File: src/rtl/ddr_channel_router_pkg.sv
// Shared widths and helpers for the multi-channel DDR AXI4 router.
package ddr_router_pkg;

    localparam int unsigned LEN_W   = 8;
    localparam int unsigned SIZE_W  = 3;
    localparam int unsigned BURST_W = 2;
    localparam int unsigned CACHE_W = 4;
    localparam int unsigned PROT_W  = 3;
    localparam int unsigned QOS_W   = 4;
    localparam int unsigned RESP_W  = 2;

    // Channel-select field width; a single channel still keeps a 1-bit field.
    function automatic int unsigned ch_w_f(input int unsigned num_ch);
        return (num_ch > 1) ? $clog2(num_ch) : 1;
    endfunction

    // Outstanding counter must hold 0..max_out inclusive.
    function automatic int unsigned cnt_w_f(input int unsigned max_out);
        return $clog2(max_out + 1);
    endfunction

    function automatic int unsigned strb_w_f(input int unsigned data_w);
        return data_w / 8;
    endfunction

endpackage

File: src/rtl/ddr_channel_router_if.sv
// AXI4 bus bundle with N lanes flattened side by side; lane k sits at [k*W +: W].
interface ddr_channel_router_if #(
    parameter int unsigned N      = 1,
    parameter int unsigned ADDR_W = 34,
    parameter int unsigned DATA_W = 64,
    parameter int unsigned ID_W   = 16
);
    import ddr_router_pkg::*;

    localparam int unsigned STRB_W = DATA_W / 8;

    logic [N*ID_W-1:0]    awid;
    logic [N*ADDR_W-1:0]  awaddr;
    logic [N*LEN_W-1:0]   awlen;
    logic [N*SIZE_W-1:0]  awsize;
    logic [N*BURST_W-1:0] awburst;
    logic [N-1:0]         awlock;
    logic [N*CACHE_W-1:0] awcache;
    logic [N*PROT_W-1:0]  awprot;
    logic [N*QOS_W-1:0]   awqos;
    logic [N-1:0]         awvalid;
    logic [N-1:0]         awready;

    logic [N*DATA_W-1:0]  wdata;
    logic [N*STRB_W-1:0]  wstrb;
    logic [N-1:0]         wlast;
    logic [N-1:0]         wvalid;
    logic [N-1:0]         wready;

    logic [N*ID_W-1:0]    bid;
    logic [N*RESP_W-1:0]  bresp;
    logic [N-1:0]         bvalid;
    logic [N-1:0]         bready;

    logic [N*ID_W-1:0]    arid;
    logic [N*ADDR_W-1:0]  araddr;
    logic [N*LEN_W-1:0]   arlen;
    logic [N*SIZE_W-1:0]  arsize;
    logic [N*BURST_W-1:0] arburst;
    logic [N-1:0]         arlock;
    logic [N*CACHE_W-1:0] arcache;
    logic [N*PROT_W-1:0]  arprot;
    logic [N*QOS_W-1:0]   arqos;
    logic [N-1:0]         arvalid;
    logic [N-1:0]         arready;

    logic [N*ID_W-1:0]    rid;
    logic [N*DATA_W-1:0]  rdata;
    logic [N*RESP_W-1:0]  rresp;
    logic [N-1:0]         rlast;
    logic [N-1:0]         rvalid;
    logic [N-1:0]         rready;

    modport master (
        output awid, awaddr, awlen, awsize, awburst, awlock, awcache, awprot, awqos, awvalid,
        input  awready,
        output wdata, wstrb, wlast, wvalid,
        input  wready,
        input  bid, bresp, bvalid,
        output bready,
        output arid, araddr, arlen, arsize, arburst, arlock, arcache, arprot, arqos, arvalid,
        input  arready,
        input  rid, rdata, rresp, rlast, rvalid,
        output rready
    );

    modport slave (
        input  awid, awaddr, awlen, awsize, awburst, awlock, awcache, awprot, awqos, awvalid,
        output awready,
        input  wdata, wstrb, wlast, wvalid,
        output wready,
        output bid, bresp, bvalid,
        input  bready,
        input  arid, araddr, arlen, arsize, arburst, arlock, arcache, arprot, arqos, arvalid,
        output arready,
        output rid, rdata, rresp, rlast, rvalid,
        input  rready
    );

endinterface

File: src/rtl/ddr_channel_router_route_fifo.sv
// Small synchronous FIFO holding the channel of each accepted AW until its last W beat.
module route_fifo #(
    parameter int unsigned DEPTH = 8,
    parameter int unsigned WIDTH = 2
) (
    input  logic             clk,
    input  logic             rst_n,
    input  logic             push,
    input  logic [WIDTH-1:0] push_data,
    input  logic             pop,
    output logic [WIDTH-1:0] head_c,
    output logic             full_c,
    output logic             empty_c
);

    localparam int unsigned PTR_W = (DEPTH > 1) ? $clog2(DEPTH) : 1;
    localparam int unsigned CNT_W = $clog2(DEPTH + 1);

    logic [WIDTH-1:0] mem [DEPTH];
    logic [PTR_W-1:0] wr_ptr;
    logic [PTR_W-1:0] rd_ptr;
    logic [CNT_W-1:0] count;
    logic             do_push;
    logic             do_pop;

    function automatic logic [PTR_W-1:0] ptr_inc(input logic [PTR_W-1:0] p);
        return (p == PTR_W'(DEPTH - 1)) ? '0 : p + PTR_W'(1);
    endfunction

    assign full_c  = (count == CNT_W'(DEPTH));
    assign empty_c = (count == '0);
    assign head_c  = mem[rd_ptr];

    // A pop in the same cycle frees the slot, so a full queue can still accept.
    assign do_pop  = pop && !empty_c;
    assign do_push = push && (!full_c || do_pop);

    always_ff @(posedge clk) begin
        if (do_push) begin
            mem[wr_ptr] <= push_data;
        end
    end

    always_ff @(posedge clk or negedge rst_n) begin
        if (!rst_n) begin
            wr_ptr <= '0;
            rd_ptr <= '0;
            count  <= '0;
        end else begin
            if (do_push) begin
                wr_ptr <= ptr_inc(wr_ptr);
            end
            if (do_pop) begin
                rd_ptr <= ptr_inc(rd_ptr);
            end
            count <= count + CNT_W'(do_push) - CNT_W'(do_pop);
        end
    end

endmodule

File: src/rtl/ddr_channel_router.sv
// Routes one AXI4 master onto NUM_CH DDR channels by address bits, keeping a single
// active channel per direction so responses stay in order regardless of ID.
module ddr_channel_router
    import ddr_router_pkg::*;
#(
    parameter int unsigned NUM_CH    = 4,
    parameter int unsigned ADDR_W    = 34,
    parameter int unsigned DATA_W    = 64,
    parameter int unsigned ID_W      = 16,
    parameter int unsigned SEL_LSB   = 32,
    parameter int unsigned STRIP_SEL = 1,
    parameter int unsigned MAX_OUT   = 16,
    parameter int unsigned WQ_DEPTH  = 8
) (
    input  logic                  axi_aclk,
    input  logic                  axi_aresetn,
    ddr_channel_router_if.slave   s_axi,
    ddr_channel_router_if.master  m_axi,
    output logic                  rd_busy,
    output logic                  wr_busy,
    output logic                  err_wq_ovf
);

    localparam int unsigned CH_W   = ch_w_f(NUM_CH);
    localparam int unsigned CNT_W  = cnt_w_f(MAX_OUT);
    localparam int unsigned STRB_W = strb_w_f(DATA_W);
    localparam logic [ADDR_W-1:0] SEL_MASK = (STRIP_SEL != 0 && NUM_CH > 1) ?
        (ADDR_W'((1 << CH_W) - 1) << SEL_LSB) : '0;

    logic             live;
    logic [CH_W-1:0]  ar_sel_c, aw_sel_c;
    logic [CNT_W-1:0] rd_cnt, rd_cnt_nxt, wr_cnt, wr_cnt_nxt;
    logic [CH_W-1:0]  rd_ch, wr_ch;
    logic             rd_allow_c, wr_allow_c;
    logic             ar_hs_c, r_last_hs_c, aw_hs_c, w_last_hs_c, b_hs_c;
    logic [CH_W-1:0]  wq_head_c;
    logic             wq_full_c, wq_empty_c;

    // Holds every handshake closed while in reset and for the first cycle after.
    always_ff @(posedge axi_aclk or negedge axi_aresetn) begin
        if (!axi_aresetn) begin
            live <= 1'b0;
        end else begin
            live <= 1'b1;
        end
    end

    assign ar_sel_c = (NUM_CH > 1) ? s_axi.araddr[SEL_LSB +: CH_W] : '0;
    assign aw_sel_c = (NUM_CH > 1) ? s_axi.awaddr[SEL_LSB +: CH_W] : '0;

    // Payload fan-out; only valid/ready are steered.
    assign m_axi.arid    = {NUM_CH{s_axi.arid}};
    assign m_axi.araddr  = {NUM_CH{s_axi.araddr & ~SEL_MASK}};
    assign m_axi.arlen   = {NUM_CH{s_axi.arlen}};
    assign m_axi.arsize  = {NUM_CH{s_axi.arsize}};
    assign m_axi.arburst = {NUM_CH{s_axi.arburst}};
    assign m_axi.arlock  = {NUM_CH{s_axi.arlock}};
    assign m_axi.arcache = {NUM_CH{s_axi.arcache}};
    assign m_axi.arprot  = {NUM_CH{s_axi.arprot}};
    assign m_axi.arqos   = {NUM_CH{s_axi.arqos}};
    assign m_axi.awid    = {NUM_CH{s_axi.awid}};
    assign m_axi.awaddr  = {NUM_CH{s_axi.awaddr & ~SEL_MASK}};
    assign m_axi.awlen   = {NUM_CH{s_axi.awlen}};
    assign m_axi.awsize  = {NUM_CH{s_axi.awsize}};
    assign m_axi.awburst = {NUM_CH{s_axi.awburst}};
    assign m_axi.awlock  = {NUM_CH{s_axi.awlock}};
    assign m_axi.awcache = {NUM_CH{s_axi.awcache}};
    assign m_axi.awprot  = {NUM_CH{s_axi.awprot}};
    assign m_axi.awqos   = {NUM_CH{s_axi.awqos}};
    assign m_axi.wdata   = {NUM_CH{s_axi.wdata}};
    assign m_axi.wstrb   = {NUM_CH{s_axi.wstrb}};
    assign m_axi.wlast   = {NUM_CH{s_axi.wlast}};

    assign rd_allow_c = live && (rd_cnt == '0 || rd_ch == ar_sel_c) && (rd_cnt < CNT_W'(MAX_OUT));
    assign wr_allow_c = live && (wr_cnt == '0 || wr_ch == aw_sel_c) && (wr_cnt < CNT_W'(MAX_OUT))
                        && !wq_full_c;

    always_comb begin
        s_axi.arready = 1'b0;
        m_axi.arvalid = '0;
        for (int k = 0; k < NUM_CH; k++) begin
            if (ar_sel_c == CH_W'(k)) begin
                m_axi.arvalid[k] = s_axi.arvalid[0] && rd_allow_c;
                s_axi.arready    = rd_allow_c && m_axi.arready[k];
            end
        end
    end

    always_comb begin
        s_axi.rvalid = 1'b0;
        s_axi.rid    = '0;
        s_axi.rdata  = '0;
        s_axi.rresp  = '0;
        s_axi.rlast  = 1'b0;
        m_axi.rready = '0;
        for (int k = 0; k < NUM_CH; k++) begin
            if (rd_ch == CH_W'(k)) begin
                s_axi.rvalid    = live && m_axi.rvalid[k];
                s_axi.rid       = m_axi.rid[k*ID_W +: ID_W];
                s_axi.rdata     = m_axi.rdata[k*DATA_W +: DATA_W];
                s_axi.rresp     = m_axi.rresp[k*RESP_W +: RESP_W];
                s_axi.rlast     = m_axi.rlast[k];
                m_axi.rready[k] = live && s_axi.rready[0];
            end
        end
    end

    always_comb begin
        s_axi.awready = 1'b0;
        m_axi.awvalid = '0;
        for (int k = 0; k < NUM_CH; k++) begin
            if (aw_sel_c == CH_W'(k)) begin
                m_axi.awvalid[k] = s_axi.awvalid[0] && wr_allow_c;
                s_axi.awready    = wr_allow_c && m_axi.awready[k];
            end
        end
    end

    // W follows the queue head; an empty queue keeps W closed until its AW lands.
    always_comb begin
        s_axi.wready = 1'b0;
        m_axi.wvalid = '0;
        for (int k = 0; k < NUM_CH; k++) begin
            if (wq_head_c == CH_W'(k)) begin
                m_axi.wvalid[k] = live && !wq_empty_c && s_axi.wvalid[0];
                s_axi.wready    = live && !wq_empty_c && m_axi.wready[k];
            end
        end
    end

    always_comb begin
        s_axi.bvalid = 1'b0;
        s_axi.bid    = '0;
        s_axi.bresp  = '0;
        m_axi.bready = '0;
        for (int k = 0; k < NUM_CH; k++) begin
            if (wr_ch == CH_W'(k)) begin
                s_axi.bvalid    = live && m_axi.bvalid[k];
                s_axi.bid       = m_axi.bid[k*ID_W +: ID_W];
                s_axi.bresp     = m_axi.bresp[k*RESP_W +: RESP_W];
                m_axi.bready[k] = live && s_axi.bready[0];
            end
        end
    end

    assign ar_hs_c     = s_axi.arvalid[0] && s_axi.arready[0];
    assign r_last_hs_c = s_axi.rvalid[0] && s_axi.rready[0] && s_axi.rlast[0] && (rd_cnt != '0);
    assign aw_hs_c     = s_axi.awvalid[0] && s_axi.awready[0];
    assign w_last_hs_c = s_axi.wvalid[0] && s_axi.wready[0] && s_axi.wlast[0];
    assign b_hs_c      = s_axi.bvalid[0] && s_axi.bready[0] && (wr_cnt != '0);

    assign rd_cnt_nxt = rd_cnt + CNT_W'(ar_hs_c) - CNT_W'(r_last_hs_c);
    assign wr_cnt_nxt = wr_cnt + CNT_W'(aw_hs_c) - CNT_W'(b_hs_c);

    route_fifo #(
        .DEPTH (WQ_DEPTH),
        .WIDTH (CH_W)
    ) u_wq (
        .clk       (axi_aclk),
        .rst_n     (axi_aresetn),
        .push      (aw_hs_c),
        .push_data (aw_sel_c),
        .pop       (w_last_hs_c),
        .head_c    (wq_head_c),
        .full_c    (wq_full_c),
        .empty_c   (wq_empty_c)
    );

    always_ff @(posedge axi_aclk or negedge axi_aresetn) begin
        if (!axi_aresetn) begin
            rd_cnt     <= '0;
            rd_ch      <= '0;
            wr_cnt     <= '0;
            wr_ch      <= '0;
            rd_busy    <= 1'b0;
            wr_busy    <= 1'b0;
            err_wq_ovf <= 1'b0;
        end else begin
            rd_cnt  <= rd_cnt_nxt;
            wr_cnt  <= wr_cnt_nxt;
            rd_busy <= (rd_cnt_nxt != '0);
            wr_busy <= (wr_cnt_nxt != '0);
            if (ar_hs_c) begin
                rd_ch <= ar_sel_c;
            end
            if (aw_hs_c) begin
                wr_ch <= aw_sel_c;
            end
            if (aw_hs_c && wq_full_c && !w_last_hs_c) begin
                err_wq_ovf <= 1'b1;
            end
        end
    end

endmodule

File: src/flat_wrapper.sv
// flat-port wrapper written by rule: the top's interface ports become plain ports
module ddr_channel_router_flat import ddr_router_pkg::*;
#(
    parameter int unsigned NUM_CH    = 4,
    parameter int unsigned ADDR_W    = 34,
    parameter int unsigned DATA_W    = 64,
    parameter int unsigned ID_W      = 16,
    parameter int unsigned SEL_LSB   = 32,
    parameter int unsigned STRIP_SEL = 1,
    parameter int unsigned MAX_OUT   = 16,
    parameter int unsigned WQ_DEPTH  = 8
)
  (axi_aclk, axi_aresetn, rd_busy, wr_busy, err_wq_ovf, s_axi_awid, s_axi_awaddr, s_axi_awlen, s_axi_awsize, s_axi_awburst, s_axi_awlock, s_axi_awcache, s_axi_awprot, s_axi_awqos, s_axi_awvalid, s_axi_awready, s_axi_wdata, s_axi_wstrb, s_axi_wlast, s_axi_wvalid, s_axi_wready, s_axi_bid, s_axi_bresp, s_axi_bvalid, s_axi_bready, s_axi_arid, s_axi_araddr, s_axi_arlen, s_axi_arsize, s_axi_arburst, s_axi_arlock, s_axi_arcache, s_axi_arprot, s_axi_arqos, s_axi_arvalid, s_axi_arready, s_axi_rid, s_axi_rdata, s_axi_rresp, s_axi_rlast, s_axi_rvalid, s_axi_rready, m_axi_awid, m_axi_awaddr, m_axi_awlen, m_axi_awsize, m_axi_awburst, m_axi_awlock, m_axi_awcache, m_axi_awprot, m_axi_awqos, m_axi_awvalid, m_axi_awready, m_axi_wdata, m_axi_wstrb, m_axi_wlast, m_axi_wvalid, m_axi_wready, m_axi_bid, m_axi_bresp, m_axi_bvalid, m_axi_bready, m_axi_arid, m_axi_araddr, m_axi_arlen, m_axi_arsize, m_axi_arburst, m_axi_arlock, m_axi_arcache, m_axi_arprot, m_axi_arqos, m_axi_arvalid, m_axi_arready, m_axi_rid, m_axi_rdata, m_axi_rresp, m_axi_rlast, m_axi_rvalid, m_axi_rready);
  ddr_channel_router_if #(.N(1), .ADDR_W(ADDR_W), .DATA_W(DATA_W), .ID_W(ID_W)) s_axi_i ();
  ddr_channel_router_if #(.N(NUM_CH), .ADDR_W(ADDR_W), .DATA_W(DATA_W), .ID_W(ID_W)) m_axi_i ();
  input  logic axi_aclk;
  input  logic axi_aresetn;
  output logic rd_busy;
  output logic wr_busy;
  output logic err_wq_ovf;
  input wire logic [$bits(s_axi_i.awid)-1:0] s_axi_awid;
  input wire logic [$bits(s_axi_i.awaddr)-1:0] s_axi_awaddr;
  input wire logic [$bits(s_axi_i.awlen)-1:0] s_axi_awlen;
  input wire logic [$bits(s_axi_i.awsize)-1:0] s_axi_awsize;
  input wire logic [$bits(s_axi_i.awburst)-1:0] s_axi_awburst;
  input wire logic [$bits(s_axi_i.awlock)-1:0] s_axi_awlock;
  input wire logic [$bits(s_axi_i.awcache)-1:0] s_axi_awcache;
  input wire logic [$bits(s_axi_i.awprot)-1:0] s_axi_awprot;
  input wire logic [$bits(s_axi_i.awqos)-1:0] s_axi_awqos;
  input wire logic [$bits(s_axi_i.awvalid)-1:0] s_axi_awvalid;
  output wire logic [$bits(s_axi_i.awready)-1:0] s_axi_awready;
  input wire logic [$bits(s_axi_i.wdata)-1:0] s_axi_wdata;
  input wire logic [$bits(s_axi_i.wstrb)-1:0] s_axi_wstrb;
  input wire logic [$bits(s_axi_i.wlast)-1:0] s_axi_wlast;
  input wire logic [$bits(s_axi_i.wvalid)-1:0] s_axi_wvalid;
  output wire logic [$bits(s_axi_i.wready)-1:0] s_axi_wready;
  output wire logic [$bits(s_axi_i.bid)-1:0] s_axi_bid;
  output wire logic [$bits(s_axi_i.bresp)-1:0] s_axi_bresp;
  output wire logic [$bits(s_axi_i.bvalid)-1:0] s_axi_bvalid;
  input wire logic [$bits(s_axi_i.bready)-1:0] s_axi_bready;
  input wire logic [$bits(s_axi_i.arid)-1:0] s_axi_arid;
  input wire logic [$bits(s_axi_i.araddr)-1:0] s_axi_araddr;
  input wire logic [$bits(s_axi_i.arlen)-1:0] s_axi_arlen;
  input wire logic [$bits(s_axi_i.arsize)-1:0] s_axi_arsize;
  input wire logic [$bits(s_axi_i.arburst)-1:0] s_axi_arburst;
  input wire logic [$bits(s_axi_i.arlock)-1:0] s_axi_arlock;
  input wire logic [$bits(s_axi_i.arcache)-1:0] s_axi_arcache;
  input wire logic [$bits(s_axi_i.arprot)-1:0] s_axi_arprot;
  input wire logic [$bits(s_axi_i.arqos)-1:0] s_axi_arqos;
  input wire logic [$bits(s_axi_i.arvalid)-1:0] s_axi_arvalid;
  output wire logic [$bits(s_axi_i.arready)-1:0] s_axi_arready;
  output wire logic [$bits(s_axi_i.rid)-1:0] s_axi_rid;
  output wire logic [$bits(s_axi_i.rdata)-1:0] s_axi_rdata;
  output wire logic [$bits(s_axi_i.rresp)-1:0] s_axi_rresp;
  output wire logic [$bits(s_axi_i.rlast)-1:0] s_axi_rlast;
  output wire logic [$bits(s_axi_i.rvalid)-1:0] s_axi_rvalid;
  input wire logic [$bits(s_axi_i.rready)-1:0] s_axi_rready;
  output wire logic [$bits(m_axi_i.awid)-1:0] m_axi_awid;
  output wire logic [$bits(m_axi_i.awaddr)-1:0] m_axi_awaddr;
  output wire logic [$bits(m_axi_i.awlen)-1:0] m_axi_awlen;
  output wire logic [$bits(m_axi_i.awsize)-1:0] m_axi_awsize;
  output wire logic [$bits(m_axi_i.awburst)-1:0] m_axi_awburst;
  output wire logic [$bits(m_axi_i.awlock)-1:0] m_axi_awlock;
  output wire logic [$bits(m_axi_i.awcache)-1:0] m_axi_awcache;
  output wire logic [$bits(m_axi_i.awprot)-1:0] m_axi_awprot;
  output wire logic [$bits(m_axi_i.awqos)-1:0] m_axi_awqos;
  output wire logic [$bits(m_axi_i.awvalid)-1:0] m_axi_awvalid;
  input wire logic [$bits(m_axi_i.awready)-1:0] m_axi_awready;
  output wire logic [$bits(m_axi_i.wdata)-1:0] m_axi_wdata;
  output wire logic [$bits(m_axi_i.wstrb)-1:0] m_axi_wstrb;
  output wire logic [$bits(m_axi_i.wlast)-1:0] m_axi_wlast;
  output wire logic [$bits(m_axi_i.wvalid)-1:0] m_axi_wvalid;
  input wire logic [$bits(m_axi_i.wready)-1:0] m_axi_wready;
  input wire logic [$bits(m_axi_i.bid)-1:0] m_axi_bid;
  input wire logic [$bits(m_axi_i.bresp)-1:0] m_axi_bresp;
  input wire logic [$bits(m_axi_i.bvalid)-1:0] m_axi_bvalid;
  output wire logic [$bits(m_axi_i.bready)-1:0] m_axi_bready;
  output wire logic [$bits(m_axi_i.arid)-1:0] m_axi_arid;
  output wire logic [$bits(m_axi_i.araddr)-1:0] m_axi_araddr;
  output wire logic [$bits(m_axi_i.arlen)-1:0] m_axi_arlen;
  output wire logic [$bits(m_axi_i.arsize)-1:0] m_axi_arsize;
  output wire logic [$bits(m_axi_i.arburst)-1:0] m_axi_arburst;
  output wire logic [$bits(m_axi_i.arlock)-1:0] m_axi_arlock;
  output wire logic [$bits(m_axi_i.arcache)-1:0] m_axi_arcache;
  output wire logic [$bits(m_axi_i.arprot)-1:0] m_axi_arprot;
  output wire logic [$bits(m_axi_i.arqos)-1:0] m_axi_arqos;
  output wire logic [$bits(m_axi_i.arvalid)-1:0] m_axi_arvalid;
  input wire logic [$bits(m_axi_i.arready)-1:0] m_axi_arready;
  input wire logic [$bits(m_axi_i.rid)-1:0] m_axi_rid;
  input wire logic [$bits(m_axi_i.rdata)-1:0] m_axi_rdata;
  input wire logic [$bits(m_axi_i.rresp)-1:0] m_axi_rresp;
  input wire logic [$bits(m_axi_i.rlast)-1:0] m_axi_rlast;
  input wire logic [$bits(m_axi_i.rvalid)-1:0] m_axi_rvalid;
  output wire logic [$bits(m_axi_i.rready)-1:0] m_axi_rready;
  assign s_axi_i.awid = s_axi_awid;
  assign s_axi_i.awaddr = s_axi_awaddr;
  assign s_axi_i.awlen = s_axi_awlen;
  assign s_axi_i.awsize = s_axi_awsize;
  assign s_axi_i.awburst = s_axi_awburst;
  assign s_axi_i.awlock = s_axi_awlock;
  assign s_axi_i.awcache = s_axi_awcache;
  assign s_axi_i.awprot = s_axi_awprot;
  assign s_axi_i.awqos = s_axi_awqos;
  assign s_axi_i.awvalid = s_axi_awvalid;
  assign s_axi_awready = s_axi_i.awready;
  assign s_axi_i.wdata = s_axi_wdata;
  assign s_axi_i.wstrb = s_axi_wstrb;
  assign s_axi_i.wlast = s_axi_wlast;
  assign s_axi_i.wvalid = s_axi_wvalid;
  assign s_axi_wready = s_axi_i.wready;
  assign s_axi_bid = s_axi_i.bid;
  assign s_axi_bresp = s_axi_i.bresp;
  assign s_axi_bvalid = s_axi_i.bvalid;
  assign s_axi_i.bready = s_axi_bready;
  assign s_axi_i.arid = s_axi_arid;
  assign s_axi_i.araddr = s_axi_araddr;
  assign s_axi_i.arlen = s_axi_arlen;
  assign s_axi_i.arsize = s_axi_arsize;
  assign s_axi_i.arburst = s_axi_arburst;
  assign s_axi_i.arlock = s_axi_arlock;
  assign s_axi_i.arcache = s_axi_arcache;
  assign s_axi_i.arprot = s_axi_arprot;
  assign s_axi_i.arqos = s_axi_arqos;
  assign s_axi_i.arvalid = s_axi_arvalid;
  assign s_axi_arready = s_axi_i.arready;
  assign s_axi_rid = s_axi_i.rid;
  assign s_axi_rdata = s_axi_i.rdata;
  assign s_axi_rresp = s_axi_i.rresp;
  assign s_axi_rlast = s_axi_i.rlast;
  assign s_axi_rvalid = s_axi_i.rvalid;
  assign s_axi_i.rready = s_axi_rready;
  assign m_axi_awid = m_axi_i.awid;
  assign m_axi_awaddr = m_axi_i.awaddr;
  assign m_axi_awlen = m_axi_i.awlen;
  assign m_axi_awsize = m_axi_i.awsize;
  assign m_axi_awburst = m_axi_i.awburst;
  assign m_axi_awlock = m_axi_i.awlock;
  assign m_axi_awcache = m_axi_i.awcache;
  assign m_axi_awprot = m_axi_i.awprot;
  assign m_axi_awqos = m_axi_i.awqos;
  assign m_axi_awvalid = m_axi_i.awvalid;
  assign m_axi_i.awready = m_axi_awready;
  assign m_axi_wdata = m_axi_i.wdata;
  assign m_axi_wstrb = m_axi_i.wstrb;
  assign m_axi_wlast = m_axi_i.wlast;
  assign m_axi_wvalid = m_axi_i.wvalid;
  assign m_axi_i.wready = m_axi_wready;
  assign m_axi_i.bid = m_axi_bid;
  assign m_axi_i.bresp = m_axi_bresp;
  assign m_axi_i.bvalid = m_axi_bvalid;
  assign m_axi_bready = m_axi_i.bready;
  assign m_axi_arid = m_axi_i.arid;
  assign m_axi_araddr = m_axi_i.araddr;
  assign m_axi_arlen = m_axi_i.arlen;
  assign m_axi_arsize = m_axi_i.arsize;
  assign m_axi_arburst = m_axi_i.arburst;
  assign m_axi_arlock = m_axi_i.arlock;
  assign m_axi_arcache = m_axi_i.arcache;
  assign m_axi_arprot = m_axi_i.arprot;
  assign m_axi_arqos = m_axi_i.arqos;
  assign m_axi_arvalid = m_axi_i.arvalid;
  assign m_axi_i.arready = m_axi_arready;
  assign m_axi_i.rid = m_axi_rid;
  assign m_axi_i.rdata = m_axi_rdata;
  assign m_axi_i.rresp = m_axi_rresp;
  assign m_axi_i.rlast = m_axi_rlast;
  assign m_axi_i.rvalid = m_axi_rvalid;
  assign m_axi_rready = m_axi_i.rready;
  ddr_channel_router #(.NUM_CH(NUM_CH), .ADDR_W(ADDR_W), .DATA_W(DATA_W), .ID_W(ID_W), .SEL_LSB(SEL_LSB), .STRIP_SEL(STRIP_SEL), .MAX_OUT(MAX_OUT), .WQ_DEPTH(WQ_DEPTH)) u_core (.axi_aclk(axi_aclk), .axi_aresetn(axi_aresetn), .s_axi(s_axi_i), .m_axi(m_axi_i), .rd_busy(rd_busy), .wr_busy(wr_busy), .err_wq_ovf(err_wq_ovf));
endmodule
File: config.mk
export PLATFORM = sky130hd
export DESIGN_NAME = ddr_channel_router_flat
export DESIGN_NICKNAME = d
export VERILOG_FILES = /design/src/rtl/ddr_channel_router_pkg.sv /design/src/rtl/ddr_channel_router_if.sv /design/src/rtl/ddr_channel_router_route_fifo.sv /design/src/rtl/ddr_channel_router.sv /design/src/flat_wrapper.sv
export SDC_FILE = /design/constraint.sdc
export NUM_CORES = 1
export LEC_CHECK = 0
export ABC_CLOCK_PERIOD_IN_PS = 4000
export CORE_AREA = 3 3 652 654
export DETAILED_ROUTE_END_ITERATION = 8
export DIE_AREA = 0 0 655 657
export PLACE_DENSITY = 0.3
export SLEW_MARGIN = 40
export SYNTH_ARGS = -nofsm -noshare
export SYNTH_HDL_FRONTEND = slang
export SYNTH_HIERARCHICAL = 1
export SYNTH_SLANG_ARGS = --single-unit
File: constraint.sdc
create_clock -name axi_aclk -period 4 [get_ports axi_aclk]
set_input_delay 1.2 -clock axi_aclk [delete_from_list [all_inputs] [get_ports axi_aclk]]
set_output_delay 1.2 -clock axi_aclk [all_outputs]
set_load 0.02 [all_outputs]
==> flow_summary.json, run 1 <==
{
  "yosysMostFrequentCell": "buf_4",
  "leakagePower_nw": 4.790,
  "ys_types": 49,
  "gp_congestion": 0.7368,
  "path_class": "primary input to register",
  "avgSynthCellArea_um2": 9.563,
  "r2r-start": "u_core/u_wq/rd_ptr[1]",
  "synthTopCellsByArea": "buf_4, mux4_2, dfrtp_1, edfxtp_1, ha_1",
  "cts_hold_buf": 0,
  "r2r_end": "u_core/u_wq/count[3]",
  "arrival_ns": 4.15,
  "drtIter0Drc": 284,
  "pin_count": 1675,
  "crit_path_max_fanout": 2,
  "powerDensity_mw_per_mm2": 494.6,
  "rsz0062_at_grt": "true",
  "cts_max_level": 2,
  "port_buffers": 568,
  "status": "finished, final reports clean",
  "synth_async_sr_flop_share_pct": 63.64,
  "whs_ns": 0.3909,
  "firstDrtPassIters": 4,
  "slew_viol_final": 0,
  "start_util_pct": 2.801,
  "required_ns": 4.20,
  "core_area_mm2": 0.4199,
  "grt_max_degree": 44,
  "cts_root_buf": "clkbuf_16",
  "dpl-instance-area_mm2": 0.01859,
  "grt_pass1_wl_um": 222500,
  "ir_drop_mv": 0.3260,
  "track_usage_pct": 9.042,
  "grt-ovfl-total": 0,
  "synth_edf_count": 16,
  "startpoint_type": "primary input",
  "stdcell_area_mm2": 0.01882,
  "antenna_left": 0,
  "cts_tree": "yes",
  "synth_top_cell_by_area": "buf_4",
  "power.total_w": 0.009308,
  "max_cap_viol_count": 0,
  "area_growth_pct": 59.99,
  "slew_headroom_pct": 59.49,
  "synth_seq_cells": 44,
  "synth_top_area_share_pct": 57.12,
  "max_freq_mhz": 253.4,
  "critPathMaxStageDelay_ns": 0.47,
  "avgViaCountPerCell": 1.259,
  "vias": 8151,
  "timing.final.crit_share_pct": 98.66,
  "layout-drive-gt1-share_pct": 30.91,
  "hp-class": "register to register",
  "synthTopCellsByCount": "buf_4, mux4_2, dfrtp_1",
  "nNetsFinal": 1625,
  "routed_wl_um": 202900,
  "min_to": "u_core/err_wq_ovf",
  "path_buf_inv": 2,
  "die_area_mm2": 0.4303,
  "ff2ff_setup_slack_ns": 0.57,
  "cts_buffers": 5,
  "clkLatencyLatePin_ns": 0.32,
  "whs_path_depth": 0,
  "critPathCaptureType": "register",
  "crit_slowest_cell": "mux4_2",
  "row_count": 238,
  "synth_area_mm2": 0.01176,
  "clock-sinks": 44,
  "tightest_slew_ns": 0.6057,
  "worst_clock_skew_ns": 0.01535,
  "setup_violations": 0,
  "synth_cells": 1230,
  "yosys_warnings": 6,
  "crit_family": "simple AND/OR/NAND/NOR gates",
  "clk_pin_slew_worst_paths_ns": 0.08,
  "fp.dieH_um": 657,
  "post-dp-hpwl_um": 195200,
  "synth-main-ff-cell": "dfrtp_1",
  "drc_errors": 0,
  "grt_pass1_vias": 8629,
  "hp-start": "u_core/err_wq_ovf",
  "wl_per_cell_um": 31.34,
  "crit_chain": "clkdlybuf4s50_1 > mux4_2 > and2_1 > and4_1 > ha_1 > inv_1 > ha_1 > fa_2 > xor2_1 > or3_1 > or3_1",
  "cts_buffer_depth": 2,
  "die_w_um": 655,
  "reg2reg_depth": 11,
  "final_hold_viol_count": 0,
  "antenna_found_initial": 143,
  "synth_seq_area_share_pct": 10.04,
  "min_period_ns": 3.946
}
cell usage in the layout (no fill, tap or decap), drive strengths merged, types with 3 or more instances in the layout:
cell type,instances
nor3b,8
dlygate4sd2,6
or3,4
nor4b,3
and4,3
clkbuf,5
conb,17
mux4,110
inv,22
xor2,9
and3,3
mux2,11
and3b,3
a21o,4
a21oi,5
edfxtp,16
xnor2,5
nor2,6
buf,153
diode,8
dfrtp,28
clkdlybuf4s50,453
clkdlybuf4s15,3
fa,3
nand2,8
nor3,14
ha,21
o21ai,3
flip-flops by register name (all words and copies together) (netlist names):
signal              count
u_core/wr_busy          1
u_core/u_wq/wr_ptr      3
u_core/live             1
u_core/rd_busy          1
u_core/err_wq_ovf       1
u_core/rd_cnt           5
u_core/rd_ch            2
u_core/wr_cnt           5
u_core/u_wq/rd_ptr      3
u_core/u_wq/mem        16
u_core/wr_ch            2
u_core/u_wq/count       4
layer usage:
layer | global-route usage, % | vias to the layer above | wire, um
li1 | - | 2637 | -
met1 | 8.261 | 3641 | 63390
met2 | 13.57 | 1473 | 84110
met3 | 10.22 | 367 | 50360
met4 | 1.293 | 33 | 4777
met5 | 0.2688 | - | 310
how the worst max path moves through the flow:
| stage | slack [ns] | end | start | cells after the start |
|---|---|---|---|---|
| final | 0.05 | u_core/rd_busy | m_axi_rvalid[3] | 11 |
| after global routing | -0.006 | u_core/rd_busy | m_axi_rvalid[3] | 11 |
| after CTS | 0.006 | m_axi_arvalid[0] | s_axi_araddr[33] | 9 |
| after detailed placement | -0.50 | m_axi_awvalid[3] | s_axi_awaddr[33] | 6 |
| after global placement | -0.55 | m_axi_awvalid[3] | s_axi_awaddr[33] | 6 |
| after floorplan | 0.17 | u_core/rd_busy | m_axi_rvalid[3] | 10 |
cells by family after synthesis:
family,after synthesis,synth area share [%]
buf+inv,942,58.93
simple gates,67,3.861
fa+ha+maj,24,2.744
flops,44,10.04
compound gates,15,0.9254
xor+xnor,14,1.042
mux,122,22.39
other cells,2,0.06385
report_power, final:
part / internal, W / switching, W
logic: 0.00336 / 0.00459
registers: 0.000615 / 0.000211
clock network: 0.000298 / 0.000229
total: 0.00427 / 0.00503
worst reg2reg max path: cells and delay by family (launching register included):
family / cells / cell delay, ns
adders and majority gates: 1 / 0.27
DFF: 1 / 0.46
muxes: 3 / 1.35
buffers and inverters: 1 / 0.17
xor gates and xnor gates: 1 / 0.16
and+or+nand+nor: 3 / 0.59
AOI/OAI and AO/OA: 2 / 0.35
timing repair:
| action | in CTS | in global routing |
|---|---|---|
| gates resized for setup | 22 | 5 |
| pin swaps | 2 | 1 |
| hold endpoints to repair | 0 | 0 |
| setup endpoints to repair | 13 | 7 |
| buffers inserted | 1 | 0 |
layout make-up:
cell class                      instances  area (um^2)
Fill cell                           49660       401100
Antenna cell                            8        20.02
Timing Repair Buffer                  616         6728
Clock inverter                          3        46.29
Clock buffer                            5        125.1
Sequential cell                        44         1190
Tap cell                             5520         6907
Multi-Input combinational cell        259         3725
Inverter                               21        78.83
metrics by stage:
stage,setup slack (ns),setup TNS [ns],util [%],instances
2_1_floorplan,0.1685,0,-,1245
3_3_place_gp,-0.5458,-3.029,4.428,6459
3_5_place_dp,-0.5010,-3.224,4.428,6459
4_1_cts,0.006324,0,4.474,6468
5_1_grt,-0.006318,-0.006318,4.479,6471
6_report,0.05358,0,4.482,6476
(Power assumes the default switching activity.)
==> run 2: changes to the inputs <==
--- a/config.mk
+++ b/config.mk
@@ -5,10 +5,10 @@
 export SDC_FILE = /design/constraint.sdc
 export NUM_CORES = 1
 export LEC_CHECK = 0
-export ABC_CLOCK_PERIOD_IN_PS = 4000
-export CORE_AREA = 3 3 652 654
+export ABC_CLOCK_PERIOD_IN_PS = 3250
+export CORE_AREA = 2 2 659 661
 export DETAILED_ROUTE_END_ITERATION = 8
-export DIE_AREA = 0 0 655 657
+export DIE_AREA = 0 0 661 663
 export PLACE_DENSITY = 0.3
 export SLEW_MARGIN = 40
 export SYNTH_ARGS = -nofsm -noshare
==> constraint.sdc (replaced) <==
create_clock -name axi_aclk -period 3.25 [get_ports axi_aclk]
set_input_delay 0.975 -clock axi_aclk [delete_from_list [all_inputs] [get_ports axi_aclk]]
set_output_delay 0.975 -clock axi_aclk [all_outputs]
set_load 0.02 [all_outputs]
==> run 2 against run 1 <==
  * The run now ends with setup timing left
  * Sequential share of layout area fell by 0.31 points
  * Flip-flop and latch count stayed put
  * Worst setup slack worse by 0.12 ns
  * Critical path depth unchanged
  * Routed wire length down 5.6%
  * Clock power is 13% higher
  * Register-to-register slack worse by 0.48 ns
==> flow_summary.json, run 2 (same netlist as run 1, synthesis figures left out) <==
{
  "status": "finished, violations left",
  "violations": "setup timing",
  "wl_per_cell_um": 28.32,
  "drc_errors": 0,
  "nNetsFinal": 1664,
  "cts_max_level": 2,
  "drtIter0Drc": 410,
  "grt-ovfl-total": 0,
  "utilization_pct": 4.580,
  "max_cap_viol_count": 0,
  "core_area_mm2": 0.4321,
  "whs_ns": 0.3800,
  "antenna_found_initial": 121,
  "gp_congestion": 0.7444,
  "cts_tree": "yes",
  "slew_viol_final": 0,
  "ir_drop_mv": 0.4493,
  "hp-start": "u_core/err_wq_ovf",
  "setup_ws_ns": -0.06891,
  "crit_path_max_fanout": 2,
  "clk_pin_slew_worst_paths_ns": 0.07,
  "critPathCaptureType": "register",
  "die_area_mm2": 0.4382,
  "final_hold_viol_count": 0,
  "hp-class": "register to register",
  "pin_count": 1675,
  "cts_root_buf": "clkbuf_16",
  "start_util_pct": 2.722,
  "worst_clock_skew_ns": 0.007224,
  "critPathMaxStageDelay_ns": 0.46,
  "fin_cells": 6762,
  "timing.final.crit_share_pct": 102.1,
  "required_ns": 3.41,
  "port_buffers": 568,
  "fp.dieH_um": 663,
  "arrival_ns": 3.48,
  "cts_buffers": 5,
  "area_growth_pct": 68.25,
  "powerDensity_mw_per_mm2": 609.2,
  "layout-drive-gt1-share_pct": 38.30,
  "firstDrtPassIters": 4,
  "cts_buffer_depth": 2,
  "row_count": 242,
  "post-dp-hpwl_um": 181000,
  "vias": 8359,
  "path_buf_inv": 2,
  "startpoint_type": "primary input",
  "crit_chain": "buf_6 > mux4_2 > and2_4 > and4_4 > ha_4 > inv_2 > ha_4 > fa_2 > xor2_2 > or3_1 > or3_1",
  "largest_reg_flops": 16,
  "r2r_end": "u_core/u_wq/count[2]",
  "r2r-start": "u_core/u_wq/rd_ptr[1]",
  "routed_wl_um": 191500,
  "max_freq_mhz": 301.3,
  "clock-sinks": 44,
  "cts_hold_buf": 0,
  "top_regs": "u_core/u_wq/mem x16, u_core/rd_cnt x5, u_core/wr_cnt x5",
  "crit_family": "simple AND/OR/NAND/NOR gates",
  "crit_slowest_cell": "mux4_2",
  "min_period_ns": 3.319,
  "grt_max_degree": 79,
  "fillers": 50950,
  "grt_pass1_vias": 8726,
  "dp.cells": 6696,
  "avgViaCountPerCell": 1.236,
  "slew_headroom_pct": 46.87,
  "tightest_slew_ns": 0.7969,
  "reg2reg_depth": 10,
  "grt_pass1_wl_um": 211400,
  "whs_path_depth": 0,
  "setup_violations": 4,
  "path_class": "primary input to register",
  "antenna_left": 0,
  "layout_common_cells": "clkdlybuf4s50_1, mux4_2, buf_4",
  "track_usage_pct": 8.345,
  "top_register": "u_core/u_wq/mem",
  "rsz0062_at_grt": "true",
  "layout_commonest_cell": "clkdlybuf4s50_1",
  "leakagePower_nw": 5.159,
  "clkLatencyLatePin_ns": 0.29,
  "ff2ff_setup_slack_ns": 0.09,
  "min_to": "u_core/err_wq_ovf",
  "die_w_um": 661
}
==> run 2: worst max-delay path by stage <==
stage               cells past startpoint              to                   from
global placement                       11  u_core/rd_busy        m_axi_rvalid[1]
global route                            5    s_axi_wready  u_core/u_wq/rd_ptr[1]
CTS                                    11  u_core/rd_busy        m_axi_rvalid[3]
detailed placement                      9  u_core/wr_busy       s_axi_awaddr[32]
finish                                 11  u_core/rd_busy        m_axi_rvalid[3]
floorplan                              10  u_core/rd_busy        m_axi_rvalid[3]
==> run 2: worst register-to-register path: stages, from the launching register on <==
cell      delay (ns)
dfrtp_2         0.43
mux4_2          0.52
mux2_4          0.33
mux4_2          0.44
and3_1          0.20
nand2b_1        0.13
mux2i_1         0.20
ha_1            0.19
inv_1           0.06
fa_1            0.41
xnor2_1         0.14
==> run 2: per-stage QoR <==
step	total power, W	setup slack [ns]	setup TNS (ns)	area (um^2)
2_1_floorplan	0.006031	-0.1832	-0.1959	11830
3_3_place_gp	0.01156	-0.8383	-15.61	19170
3_5_place_dp	0.01158	-0.8405	-16.25	19170
4_1_cts	0.01285	-0.2089	-0.4353	19680
5_1_grt	0.01308	-0.1325	-0.3456	19700
6_report	0.01206	-0.06891	-0.1453	19790
==> run 2: repair_timing <==
action	CTS	global route
endpoints found under the setup margin	103	24
pin swaps	19	12
gates resized for setup	162	26
cloned	4	0
setup buffers	14	2
==> run 2: cell type report <==
cell class | instances | area, um^2 | area share, %
clock buffers | 5 | 125.1 | 0.6322
well taps | 5734 | 7174 | 36.25
multi-input cells | 259 | 3880 | 19.61
inverters | 21 | 78.83 | 0.3983
repair buffers | 655 | 7197 | 36.37
diodes | 41 | 102.6 | 0.5184
flip-flops and latches | 44 | 1190 | 6.013
clock inverters | 3 | 42.54 | 0.2150
==> run 2: per-layer routing <==
layer	GRT usage (%)	up-vias	share of wire, %
li1	-	2760	-
met4	0.8252	62	1.7
met2	13.50	1626	45
met3	10.13	242	26
met1	6.513	3669	27
met5	0.6032	-	0.37
==> run 2: where the power goes <==
| part | switching [W] | internal (W) |
|---|---|---|
| combinational | 0.00582 | 0.00467 |
| sequential | 0.000209 | 0.000758 |
| clock | 0.000235 | 0.000362 |
